===== config.mk =====
export PLATFORM = sky130hd
export DESIGN_NAME = pattern_loader
export DESIGN_NICKNAME = d
export VERILOG_FILES = /design/src/rtl/pattern_pkg.sv /design/src/rtl/pattern_bit_shifter.sv /design/src/rtl/pattern_loader.sv
export SDC_FILE = /design/constraint.sdc
export NUM_CORES = 1
export LEC_CHECK = 0
export ABC_AREA = 1
export CAP_MARGIN = 0
export CORE_MARGIN = 4
export CORE_UTILIZATION = 52
export CTS_CLUSTER_SIZE = 14
export DETAILED_ROUTE_END_ITERATION = 6
export GPL_TIMING_DRIVEN = 0
export PLACE_DENSITY = 0.78
export SLEW_MARGIN = 0
export SYNTH_ARGS = -nofsm -noshare
export SYNTH_HDL_FRONTEND = slang
export SYNTH_SLANG_ARGS = --single-unit

===== constraint.sdc =====
create_clock -name clk -period 2.3 [get_ports clk]
set_input_delay 0.23 -clock clk [delete_from_list [all_inputs] [get_ports clk]]
set_output_delay 0.23 -clock clk [all_outputs]
set_load 0.05 [all_outputs]

===== src/rtl/pattern_pkg.sv =====
// Shared definitions for the pattern buffer and its serial loader.
package pattern_pkg;

  // Frame geometry shared with the pattern buffer.
  localparam int BUFFER_SIZE  = 22;
  localparam int BUFFER_WIDTH = 8;

  // A counter that must be able to hold the value n needs this many bits.
  function automatic int cnt_w(input int n);
    return $clog2(n + 1);
  endfunction

  localparam int BYTE_CNT_W = cnt_w(BUFFER_SIZE);
  localparam int BIT_CNT_W  = cnt_w(BUFFER_WIDTH);

  // Loader sequencing.
  typedef enum logic [1:0] {
    ST_IDLE  = 2'd0,
    ST_LOAD  = 2'd1,
    ST_SHIFT = 2'd2,
    ST_DONE  = 2'd3
  } state_e;

endpackage


===== src/rtl/pattern_bit_shifter.sv =====
// Bit-level datapath of the loader: transmit and receive shift registers
// plus the bit counter for one field.
//   load     : capture load_data; its MSB appears on sin in the next cycle.
//   shift_en : one scan-chain shift happens at this edge; sout is sampled.
//   last     : the current shift cycle carries the final bit of the field.
//   rx_word  : received field including the bit being sampled this cycle.
module pattern_bit_shifter
  import pattern_pkg::*;
#(
  parameter int W = BUFFER_WIDTH
) (
  input  logic         clk,
  input  logic         rst,
  input  logic         load,
  input  logic [W-1:0] load_data,
  input  logic         shift_en,
  input  logic         sout,
  output logic         sin,
  output logic         last,
  output logic [W-1:0] rx_word
);

  localparam int BCW = cnt_w(W);

  logic [W-1:0]   tx_sr_q, tx_sr_d;
  logic [W-1:0]   rx_sr_q, rx_sr_d;
  logic [BCW-1:0] bit_cnt_q, bit_cnt_d;
  logic           sin_q, sin_d;

  assign last    = (bit_cnt_q == BCW'(W - 1));
  assign rx_word = {rx_sr_q[W-2:0], sout};
  assign sin     = sin_q;

  // sin is kept as its own flop so the pin is registered; tx_sr holds the
  // bits still to be sent after the one currently on sin.
  always_comb begin
    tx_sr_d   = tx_sr_q;
    rx_sr_d   = rx_sr_q;
    bit_cnt_d = bit_cnt_q;
    sin_d     = sin_q;
    if (load) begin
      tx_sr_d   = {load_data[W-2:0], 1'b0};
      sin_d     = load_data[W-1];
      bit_cnt_d = '0;
    end else if (shift_en) begin
      rx_sr_d = {rx_sr_q[W-2:0], sout};
      if (last) begin
        bit_cnt_d = '0;
        sin_d     = 1'b0;
        tx_sr_d   = '0;
      end else begin
        bit_cnt_d = bit_cnt_q + 1'b1;
        sin_d     = tx_sr_q[W-1];
        tx_sr_d   = {tx_sr_q[W-2:0], 1'b0};
      end
    end
  end

  // Datapath registers with asynchronous clear.
  always_ff @(posedge clk or posedge rst) begin
    if (rst) begin
      tx_sr_q   <= '0;
      rx_sr_q   <= '0;
      bit_cnt_q <= '0;
      sin_q     <= 1'b0;
    end else begin
      tx_sr_q   <= tx_sr_d;
      rx_sr_q   <= rx_sr_d;
      bit_cnt_q <= bit_cnt_d;
      sin_q     <= sin_d;
    end
  end

endmodule


===== src/rtl/pattern_loader.sv =====
// Serial programmer for the pattern buffer scan chain. Takes one frame of
// BUFFER_SIZE bytes over byte_valid/byte_ready, shifts each MSB-first into
// the chain and returns the displaced old contents on rd_byte/rd_valid.
//
// Handshake: a byte transfers on a rising clk edge where byte_valid and
// byte_ready are both high; byte_ready is high only in LOAD, byte_valid may
// stall for any number of cycles and byte_in is ignored while byte_ready=0.
module pattern_loader
  import pattern_pkg::*;
#(
  parameter int BUFFER_SIZE  = pattern_pkg::BUFFER_SIZE,
  parameter int BUFFER_WIDTH = pattern_pkg::BUFFER_WIDTH
) (
  input  logic                    clk,
  input  logic                    rst,
  input  logic                    start,
  input  logic [BUFFER_WIDTH-1:0] byte_in,
  input  logic                    byte_valid,
  output logic                    byte_ready,
  output logic                    ssel,
  output logic                    sin,
  input  logic                    sout,
  output logic [BUFFER_WIDTH-1:0] rd_byte,
  output logic                    rd_valid,
  output logic                    busy,
  output logic                    done
);

  localparam int BYW = cnt_w(BUFFER_SIZE);

  state_e                  state_q, state_d;
  logic [BYW-1:0]          byte_cnt_q, byte_cnt_d;
  logic                    byte_ready_q, byte_ready_d;
  logic                    ssel_q, ssel_d;
  logic [BUFFER_WIDTH-1:0] rd_byte_q, rd_byte_d;
  logic                    rd_valid_q, rd_valid_d;
  logic                    busy_q, busy_d;
  logic                    done_q, done_d;

  logic                    accept;
  logic                    shift_en;
  logic                    last_bit;
  logic [BUFFER_WIDTH-1:0] rx_word;

  assign accept   = (state_q == ST_LOAD) && byte_valid && byte_ready_q;
  assign shift_en = (state_q == ST_SHIFT);

  pattern_bit_shifter #(.W(BUFFER_WIDTH)) u_shifter (
    .clk       (clk),
    .rst       (rst),
    .load      (accept),
    .load_data (byte_in),
    .shift_en  (shift_en),
    .sout      (sout),
    .sin       (sin),
    .last      (last_bit),
    .rx_word   (rx_word)
  );

  // Frame sequencing; all outputs are decoded from the next state so that
  // every pin comes straight from a flop.
  always_comb begin
    state_d    = state_q;
    byte_cnt_d = byte_cnt_q;
    rd_byte_d  = rd_byte_q;
    rd_valid_d = 1'b0;
    case (state_q)
      ST_IDLE: begin
        byte_cnt_d = '0;
        if (start) state_d = ST_LOAD;
      end
      ST_LOAD: begin
        if (accept) state_d = ST_SHIFT;
      end
      ST_SHIFT: begin
        if (last_bit) begin
          rd_byte_d  = rx_word;
          rd_valid_d = 1'b1;
          byte_cnt_d = byte_cnt_q + 1'b1;
          if (byte_cnt_d == BYW'(BUFFER_SIZE)) state_d = ST_DONE;
          else                                 state_d = ST_LOAD;
        end
      end
      ST_DONE: begin
        state_d = ST_IDLE;
      end
      default: begin
        state_d = ST_IDLE;
      end
    endcase
    byte_ready_d = (state_d == ST_LOAD);
    ssel_d       = (state_d == ST_SHIFT);
    busy_d       = (state_d == ST_LOAD) || (state_d == ST_SHIFT);
    done_d       = (state_d == ST_DONE);
  end

  // State and output registers; reset drops ssel without waiting for clk.
  always_ff @(posedge clk or posedge rst) begin
    if (rst) begin
      state_q      <= ST_IDLE;
      byte_cnt_q   <= '0;
      byte_ready_q <= 1'b0;
      ssel_q       <= 1'b0;
      rd_byte_q    <= '0;
      rd_valid_q   <= 1'b0;
      busy_q       <= 1'b0;
      done_q       <= 1'b0;
    end else begin
      state_q      <= state_d;
      byte_cnt_q   <= byte_cnt_d;
      byte_ready_q <= byte_ready_d;
      ssel_q       <= ssel_d;
      rd_byte_q    <= rd_byte_d;
      rd_valid_q   <= rd_valid_d;
      busy_q       <= busy_d;
      done_q       <= done_d;
    end
  end

  assign byte_ready = byte_ready_q;
  assign ssel       = ssel_q;
  assign rd_byte    = rd_byte_q;
  assign rd_valid   = rd_valid_q;
  assign busy       = busy_q;
  assign done       = done_q;

endmodule


==> run_results.csv, run 1 <==
group,metric,value,unit
run_status,status,"finished clean",
power_and_ir_drop,p_comb_share,35.1,%
placed_design,post-place-ws,0.485,ns
cells_and_area,areaGrowthSynthToFinish,24.0,%
clock_tree,clock_latency,0.34,ns
critical_path,r2r-start,"u_shifter.bit_cnt_q[0]",
die,dieWidth,65.5,microns
clock_tree,clk_path_buf_depth,2,
die,coreArea,3100,sq um
critical_path,crit_fanout,6,
sta,fin_crit_sh,79.2,%
die,dieArea,4280,sq um
clock_tree,cts_tree,"done",
synthesis,synth_edf_count,0,
sta,slew_violations,0,
placed_design,place_inst,244,
die,rows,20,
power_and_ir_drop,seqPwrFrac,45.9,%
placed_design,io_buffers,26,
clock_tree,cts_made_buffers,5,
die,io_pins,27,
die,initial_core_util,55.3,%
detailed_routing,via_count,1283,
cells_and_area,fin_cells,252,
detailed_routing,dr.pass1.iters,4,
clock_tree,cts-resized-gates,0,
sta,setup_tns,0,ns
cells_and_area,n_fill_cell,247,
sta,tightestPinTransition,0.695,ns
critical_path,arrival,2.07,ns
power_and_ir_drop,power_leakage,1.04,nW
synthesis,yosysWarnings,0,
global_routing,grt_pass1_wl,5670,microns
power_and_ir_drop,power_density,972,nW/um^2
cells_and_area,drive_gt1_share,12.0,%
synthesis,dominantRegCellSynth,"dfrtp_1",
placed_design,place_hpwl,2430,microns
die,dieHeight,65.5,microns
global_routing,grt_max_degree,24,
power_and_ir_drop,peakVddDrop,0.509,mV
synthesis,synthCells,173,
critical_path,r2r_cells,9,
detailed_routing,vias_per_cell,5.09,
critical_path,crit_required,2.55,ns
sta,setup_viol,0,
synthesis,syn_area,1720,sq um
sta,fmax,549,MHz
sta,period_minus_slack,1.82,ns
cells_and_area,nets,226,
clock_tree,ctsHoldBuffers,0,
global_routing,grt_pass1_vias,1265,
critical_path,regToRegSetupSlack,0.48,ns
sta,rsz0062_at_grt,"no",
sta,hold_violations,0,
critical_path,worstSetupPathType,"flip-flop to flip-flop",
power_and_ir_drop,switching_share,37.7,%
clock_tree,postCtsSetupBuffers,0,
synthesis,ys_types,25,
synthesis,yosys.area.top_type,"dfrtp_1",
clock_tree,cts.clk_slew.worst_paths,0.11,ns
synthesis,synth_area_leaders,"dfrtp_1 57%, nand2_1 8.5%, inv_1 6.8%",
clock_tree,clock-sinks,39,
detailed_routing,drt_iter0_markers,84,
hold_path,hold_path_class,"input port to asynchronous set/reset pin",
cells_and_area,multi_input_area,588,sq um
cells_and_area,register_area,976,sq um
detailed_routing,wire_per_inst,12.6,microns
global_routing,track_usage,17.2,%
detailed_routing,wl,3180,microns
clock_tree,ctsRootBufferMaster,"clkbuf_4",
sta,relSlewSlack,53.6,%
cells_and_area,final_util,68.6,%
synthesis,synth_top_area_share,56.9,%
global_routing,grt-ovfl-total,0,
power_and_ir_drop,p_clk_share,19.0,%
cells_and_area,mostFrequentLayoutCells,"39 x nand2_1, 39 x dfrtp_1, 31 x inv_1",
critical_path,start_kind,"flip-flop",
clock_tree,cts_max_level,2,
sta,layout_setup_ws,0.480,ns
synthesis,synthesis.nets,192,
placed_design,gp_congestion,0.835,
power_and_ir_drop,intPower,1.29,mW
detailed_routing,drc_errors,0,
synthesis,ys_ff_latch,39,
synthesis,synth_seq_area_share,56.9,%
synthesis,avgSynthCellArea,9.92,sq um
critical_path,end_kind,"flip-flop",
cells_and_area,antenna_cells,0,
sta,clock_skew,0.00576,ns
flow_run,maxCapViolCount,0,
power_and_ir_drop,p_sw,779,uW
critical_path,reg2reg_to,"busy",
global_routing,antenna_found_initial,0,
synthesis,async_flop_share,100,%
detailed_routing,postRouteAntennaNets,0,
## power by group through the flow
| stage | combinational, mW | clock (mW) | sequential [mW] |
|---|---|---|---|
| 2_1_floorplan | 0.367 | 0 | 1.10 |
| 3_3_place_gp | 0.687 | 0 | 0.953 |
| 3_5_place_dp | 0.731 | 0 | 0.963 |
| 4_1_cts | 0.732 | 0.406 | 0.950 |
| 5_1_grt | 0.822 | 0.444 | 0.970 |
| 6_report | 0.726 | 0.393 | 0.949 |
## cell type report
cell class	count	area share [%]
flip-flops and latches	39	45.9
multi-input cells	99	27.6
repair buffers	27	13.5
inverters	33	6.06
clock buffers	8	3.23
well taps	44	2.59
plain buffers	2	1.12
## metal layers
layer | vias up | part of all wire [%] | wire length, microns | track usage, %
met4 | 0 | 1.1 | 36 | 5.18
met3 | 6 | 5.8 | 184 | 5.30
li1 | 629 | - | - | -
met2 | 41 | 51 | 1610 | 29.0
met5 | - | 0 | 0 | 0
met1 | 607 | 42 | 1350 | 21.2
## registers in the layout, summed over array words and instances (netlist names)
| name | count |
|---|---|
| busy | 1 |
| byte_cnt_q | 5 |
| byte_ready | 1 |
| done | 1 |
| rd_byte | 8 |
| rd_valid | 1 |
| ssel | 1 |
| state_q | 2 |
| u_shifter.bit_cnt_q | 4 |
| u_shifter.rx_sr_q | 7 |
| u_shifter.sin | 1 |
| u_shifter.tx_sr_q | 7 |
## how the worst max path moves through the flow
stage / from / end / slack [ns]
after floorplan: byte_ready / busy / 0.68
after global placement: rst / byte_cnt_q[2] / 0.44
after detailed placement: u_shifter.bit_cnt_q[0] / busy / 0.48
after CTS: u_shifter.bit_cnt_q[0] / busy / 0.46
after global routing: u_shifter.bit_cnt_q[0] / busy / 0.34
final: u_shifter.bit_cnt_q[0] / busy / 0.48
## synth_stat cells (all sizes together) (2+ instances only)
cell and n:
inv 33, dfrtp 39, nand2 42, ha 6, nor2 7, o21ai 23
a21oi 2, o22ai 3, nand4 2, o221ai 6, nand3 5
## critical path, stage by stage, from the launching register on
cell and delay, ns:
dfrtp_1 0.43, ha_1 0.23, nand3_2 0.16, nor2_8 0.06, nor2_1 0.17, o21ai_0 0.12, o21ai_1 0.12, inv_1 0.11
ha_1 0.29, inv_1 0.04
## kinds of logic (layout without fill, tap and decap cells)
kind of cell    count (synthesis)  in the layout  synth area share, %
compound gates                 36             36                 14.5
xor+xnor                        1              1                0.510
fa+ha+maj                       6              6                 4.37
buf+inv                        35             70                 8.89
flops                          39             39                 56.9
simple gates                   56             56                 14.9
## through the flow
stage	power, mW	instance area (sq um)	hold slack (ns)
floorplan	1.46	1720	0.351
global placement	1.64	2030	0.461
detailed placement	1.69	2060	0.475
CTS	2.09	2130	0.294
global route	2.24	2130	0.328
finish	2.07	2130	0.285
Note: power is estimated with default switching activity, not from simulation.
==> run 2: changes to the inputs <==
CORE_UTILIZATION = 47   (was 52)
PLACE_DENSITY = 0.74   (was 0.78)
clock period = 1.6 ns   (was 2.3 ns; I/O delays follow)
==> run 2 against run 1 <==
Effect of this change:
- die area up 9.3%
- final cell count rose by 4.0%
- count of clock-buffer cells in the layout down 1
- combinational power increased by 54%
- utilization decreased by 3.8 points
- critical endpoint unchanged
- largest cell class unchanged
- highest routed layer unchanged
==> run_results.csv, run 2 (synthesis gave the netlist of run 1 again) <==
group,metric,value,unit
global_routing,track_usage,16.5,%
flow_run,maxCapViolCount,0,
detailed_routing,dr.pass1.iters,4,
die,dieWidth,68.4,microns
hold_path,hold_path_class,"input port to asynchronous set/reset pin",
global_routing,antenna_found_initial,0,
sta,setup_tns,0,ns
sta,fmax,641,MHz
sta,clock_skew,0.00723,ns
critical_path,start_kind,"flip-flop",
clock_tree,clock_latency,0.29,ns
critical_path,arrival,1.74,ns
placed_design,placed_cell_area,2050,sq um
cells_and_area,largest_register_ffs,8,
clock_tree,clk_path_buf_depth,2,
power_and_ir_drop,power_density,1390,nW/um^2
die,io_pins,27,
sta,period_minus_slack,1.56,ns
cells_and_area,final_util,64.8,%
global_routing,grt_pass1_vias,1275,
global_routing,grt_pass1_wl,5570,microns
global_routing,grt_max_degree,40,
placed_design,post-place-ws,-0.100,ns
detailed_routing,vias_per_cell,4.85,
placed_design,place_inst,245,
sta,slew_violations,0,
cells_and_area,fin_cells,262,
detailed_routing,wire_per_inst,12.9,microns
sta,hold_violations,0,
placed_design,place_hpwl,2400,microns
critical_path,worstSetupPathType,"flip-flop to flip-flop",
power_and_ir_drop,peakVddDrop,0.867,mV
detailed_routing,via_count,1271,
placed_design,io_buffers,26,
detailed_routing,drt_iter0_markers,73,
die,dieArea,4680,sq um
clock_tree,cts_tree,"done",
sta,fin_crit_sh,97.5,%
cells_and_area,drive_gt1_share,20.4,%
critical_path,end_kind,"flip-flop",
sta,layout_setup_ws,0.0393,ns
clock_tree,cts_max_level,2,
cells_and_area,areaGrowthSynthToFinish,30.0,%
die,dieHeight,68.4,microns
power_and_ir_drop,fin_total_pwr,3.11,mW
cells_and_area,nets,234,
placed_design,gp_congestion,0.823,
sta,tightestPinTransition,0.769,ns
cells_and_area,mostFrequentLayoutCells,"36 x nand2_1, 36 x dfrtp_1, 30 x inv_1",
cells_and_area,antenna_cells,0,
clock_tree,cts.clk_slew.worst_paths,0.07,ns
sta,setup_viol,0,
cells_and_area,finalInstanceArea,2230,sq um
power_and_ir_drop,power_leakage,1.16,nW
detailed_routing,postRouteAntennaNets,0,
clock_tree,clock-sinks,39,
die,initial_core_util,49.9,%
detailed_routing,drc_errors,0,
sta,fin_worst_hold_slack,0.327,ns
die,rows,21,
clock_tree,cts_made_buffers,5,
global_routing,grt-ovfl-total,0,
sta,rsz0062_at_grt,"yes",
critical_path,crit_fanout,4,
cells_and_area,n_fill_cell,283,
run_status,status,"finished clean",
sta,relSlewSlack,48.7,%
clock_tree,ctsRootBufferMaster,"clkbuf_8",
critical_path,crit_required,1.78,ns
detailed_routing,wl,3380,microns
die,coreArea,3440,sq um
==> run 2: cell count changes in the layout (fill, tap and decap cells not counted), moves of 3 or more <==
cell,delta
nand2_1,-3
nand2_2,+3
dfrtp_2,+3
clkdlybuf4s50_1,-13
dlymetal6s2s_1,+4
dfrtp_1,-3
dlygate4sd2_1,+9
clkbuf_4,-5
clkbuf_8,+3
buf_4,+9
==> run 2: layout make-up <==
class | instances | area [sq um] | share of cell area, %
Sequential cell | 39 | 980 | 43.9
Multi-Input combinational cell | 99 | 633 | 28.4
Timing Repair Buffer | 35 | 327 | 14.6
Inverter | 33 | 129 | 5.78
Clock buffer | 7 | 76.3 | 3.42
Tap cell | 46 | 57.6 | 2.58
Buffer | 2 | 23.8 | 1.07
Clock inverter | 1 | 5.00 | 0.224
==> run 2: worst max-delay path: stages (launching register included) <==
cell	delay, ns
dfrtp_1	0.41
ha_2	0.21
nand3_4	0.11
nor2_8	0.06
nor2_4	0.10
o21ai_2	0.06
o21ai_1	0.09
inv_1	0.10
ha_1	0.28
inv_1	0.03
==> run 2: routing by layer <==
layer / vias to the layer above / GRT usage, % / share of wire, %
met3: 4 / 6.08 / 4.9
met5: - / 0 / 0
li1: 637 / - / -
met4: 0 / 5.21 / 1.1
met2: 26 / 26.1 / 51
met1: 604 / 20.8 / 43
==> run 2: final timing paths <==
kind | start | endpoint | slack, ns | depth (start not counted)
max | u_shifter.bit_cnt_q[1] | busy | 0.04 | 9
min | rst | u_shifter.tx_sr_q[5] | 0.33 | 2
max reg2reg | u_shifter.bit_cnt_q[1] | busy | 0.04 | 9
min reg2reg | rd_byte[2] | rd_byte[2] | 0.49 | 2
max in group asynchronous | rst | byte_ready | 0.72 | 2
min in group clk | sout | rd_byte[0] | 0.43 | 3
==> run 2: timing repair <==
action / CTS / global route
buffers inserted: 2 / 7
endpoints found under the setup margin: 13 / 8
pin swaps: 0 / 4
gates cloned: 0 / 0
hold buffers: 0 / 0
resized for setup: 15 / 11
==> run 2: power by group <==
group | total (mW) | internal, mW | switching (mW)
combinational | 1.12 | 0.405 | 0.717
sequential | 1.37 | 1.25 | 0.123
clock | 0.615 | 0.305 | 0.310
==> run 3: changes to the inputs <==
CTS_CLUSTER_DIAMETER = 200   (was unset)
==> results of run 3 <==
No change in the layout: final DEF, timing and power equal those of run 2.
==> variant (settings of run 1) <==
Re-encode `state_e` (4 states) as one-hot, 4 bits wide.
--- a/src/rtl/pattern_pkg.sv
+++ b/src/rtl/pattern_pkg.sv
@@ -16,7 +16,7 @@
   // Loader sequencing.
-  typedef enum logic [1:0] {
-    ST_IDLE  = 2'd0,
-    ST_LOAD  = 2'd1,
-    ST_SHIFT = 2'd2,
-    ST_DONE  = 2'd3
+  typedef enum logic [3:0] {
+    ST_IDLE  = 4'b0001,
+    ST_LOAD  = 4'b0010,
+    ST_SHIFT = 4'b0100,
+    ST_DONE  = 4'b1000
   } state_e;
Check against the original RTL: same outputs for any inputs over 10 cycles, from zero or initial values and one cycle with rst high; not proved beyond that.
==> variant against run 1 <==
- area after synthesis increased by 7.3%
- sequential cell count increased by 2
- cell area grew 6.3%
- fmax increased by 2.9%
- via count rose by 11%
- setup slack improved by 0.051 ns
- core utilization down 1.8 points
- power increased by 4.5%
- critical path depth decreased by 8
- largest power group unchanged
- wire length rose by 4.6%
- highest routed layer unchanged
==> variant: results (changes against run 1) <==
| Metric | Value |
|---|---|
| Non-filler cells in the finished layout | `282 (+12%)` |
| Status | `finished clean` |
| DP Area | `2160 sq um (+4.9%)` |
| Synth cell count leaders | `69 x nand2_1, 40 x dfrtp_1, 19 x o21ai_0` |
| Final setup viols | `0 (unchanged)` |
| Via count of the first global-routing pass | `1,351 (+6.8%)` |
| WHS | `0.3419 ns (+0.05666 ns)` |
| Top cell family by delay on the critical path | `buffers and inverters` |
| Post-synthesis sequential area ratio | `0.5577 (-0.01077)` |
| GPL Wtd Cong | `0.8168 (-2.2%)` |
| Fmax | `0.5652 GHz (+2.9%)` |
| Layout Nets | `251 (+11%)` |
| Fill cells | `270 (+9.3%)` |
| Syn Inst Count | `202 (+17%)` |
| Clock H-tree levels | `2 (unchanged)` |
| Clk pin slew, worst setup/hold paths | `0.13 ns (+0.02 ns)` |
| WL final | `3329 um (+4.6%)` |
| Place WS | `0.6958 ns (+0.2109 ns)` |
| Detail Placement HPWL | `2316 um (-4.5%)` |
| CP max FO | `2 (-4)` |
| Total GRT Usage | `0.1703 (-0.001721)` |
| Synth top area cells | `dfrtp_1 54%, nand2_1 14%, o21ai_0 5.2%, inv_1 3.7%, ha_1 2.0%` |
| Initial antenna violation count | `0 (unchanged)` |
| Placed insts | `274 (+12%)` |
| Syn Nets | `218 (+14%)` |
| Clock skew | `0.009164 ns (+0.003402 ns)` |
| Maximum vdd drop | `0.0005701 V (+12%)` |
| Pin count of the biggest net entering global routing | `42 (+75%)` |
| Global-route wire length before repair | `5830 um (+2.8%)` |
| Slew headroom | `0.4479 (-0.08798)` |
| Leak | `0.001101 uW (+5.5%)` |
| Library cells used by synthesis | `27 (+8.0%)` |
| Layout cells sized above 1 | `0.1271 (+0.006926)` |
| Worst reg2reg setup slack | `0.75 ns (+0.27 ns)` |
| Worst-path cell with the longest stage delay | `clkdlybuf4s50_1` |
| Vias/cell | `5.028 (-1.2%)` |
| WP data arrival | `1.54 ns (-0.53 ns)` |
| CP max stage delay | `0.81 ns (+0.38 ns)` |
| Starting DRT DRC Count | `129 (+54%)` |
[variant: worst paths after layout]
kind,endpoint,start,cells after the start
setup / recovery,sin,u_shifter.sin$_DFFE_PP0P_,1
hold / removal,done$_DFF_PP0_,rst,2
setup reg to reg,byte_cnt_q[2]$_DFFE_PP0P_,u_shifter.bit_cnt_q[0]$_DFFE_PP0P_,6
hold reg to reg,rd_byte[6]$_DFFE_PP0P_,rd_byte[6]$_DFFE_PP0P_,2
max in group asynchronous,byte_cnt_q[3]$_DFFE_PP0P_,rst,2
min in group clk,u_shifter.tx_sr_q[1]$_DFFE_PP0P_,byte_in[0],3
[variant: metrics by stage]
stage | util | power [uW]
floorplan | - | 1440
CTS | 0.6674 | 2175
detailed placement | 0.6371 | 1606
global placement | 0.6371 | 1584
finish | 0.6674 | 2163
global route | 0.6674 | 2304
[variant: kinds of logic after synthesis]
group           synth area share
compound gates            0.1189
buf+inv                  0.05842
simple gates              0.2446
fa+ha+maj                0.02038
flops                     0.5577
[variant: final cells by class]
class,count,area share
sequential,41,0.4541
multi-input combinational,136,0.3125
timing repair buffer,26,0.1150
inverter,21,0.03595
clock inverter,3,0.02876
tap,46,0.02544
clock buffer,5,0.01659
buffer,4,0.01162
[variant: report_power, final]
group / internal, uW / switching, uW / total (uW)
sequential: 883 / 100 / 983
clock: 336 / 238 / 575
combinational: 224 / 381 / 605
[variant: per-layer routing]
metal / up-vias / track usage / routed length [um]
met4: 0 / 0.05823 / 38
met2: 22 / 0.2685 / 1644
met1: 675 / 0.2303 / 1497
met5: - / 0 / 0
li1: 717 / - / -
met3: 4 / 0.03993 / 149
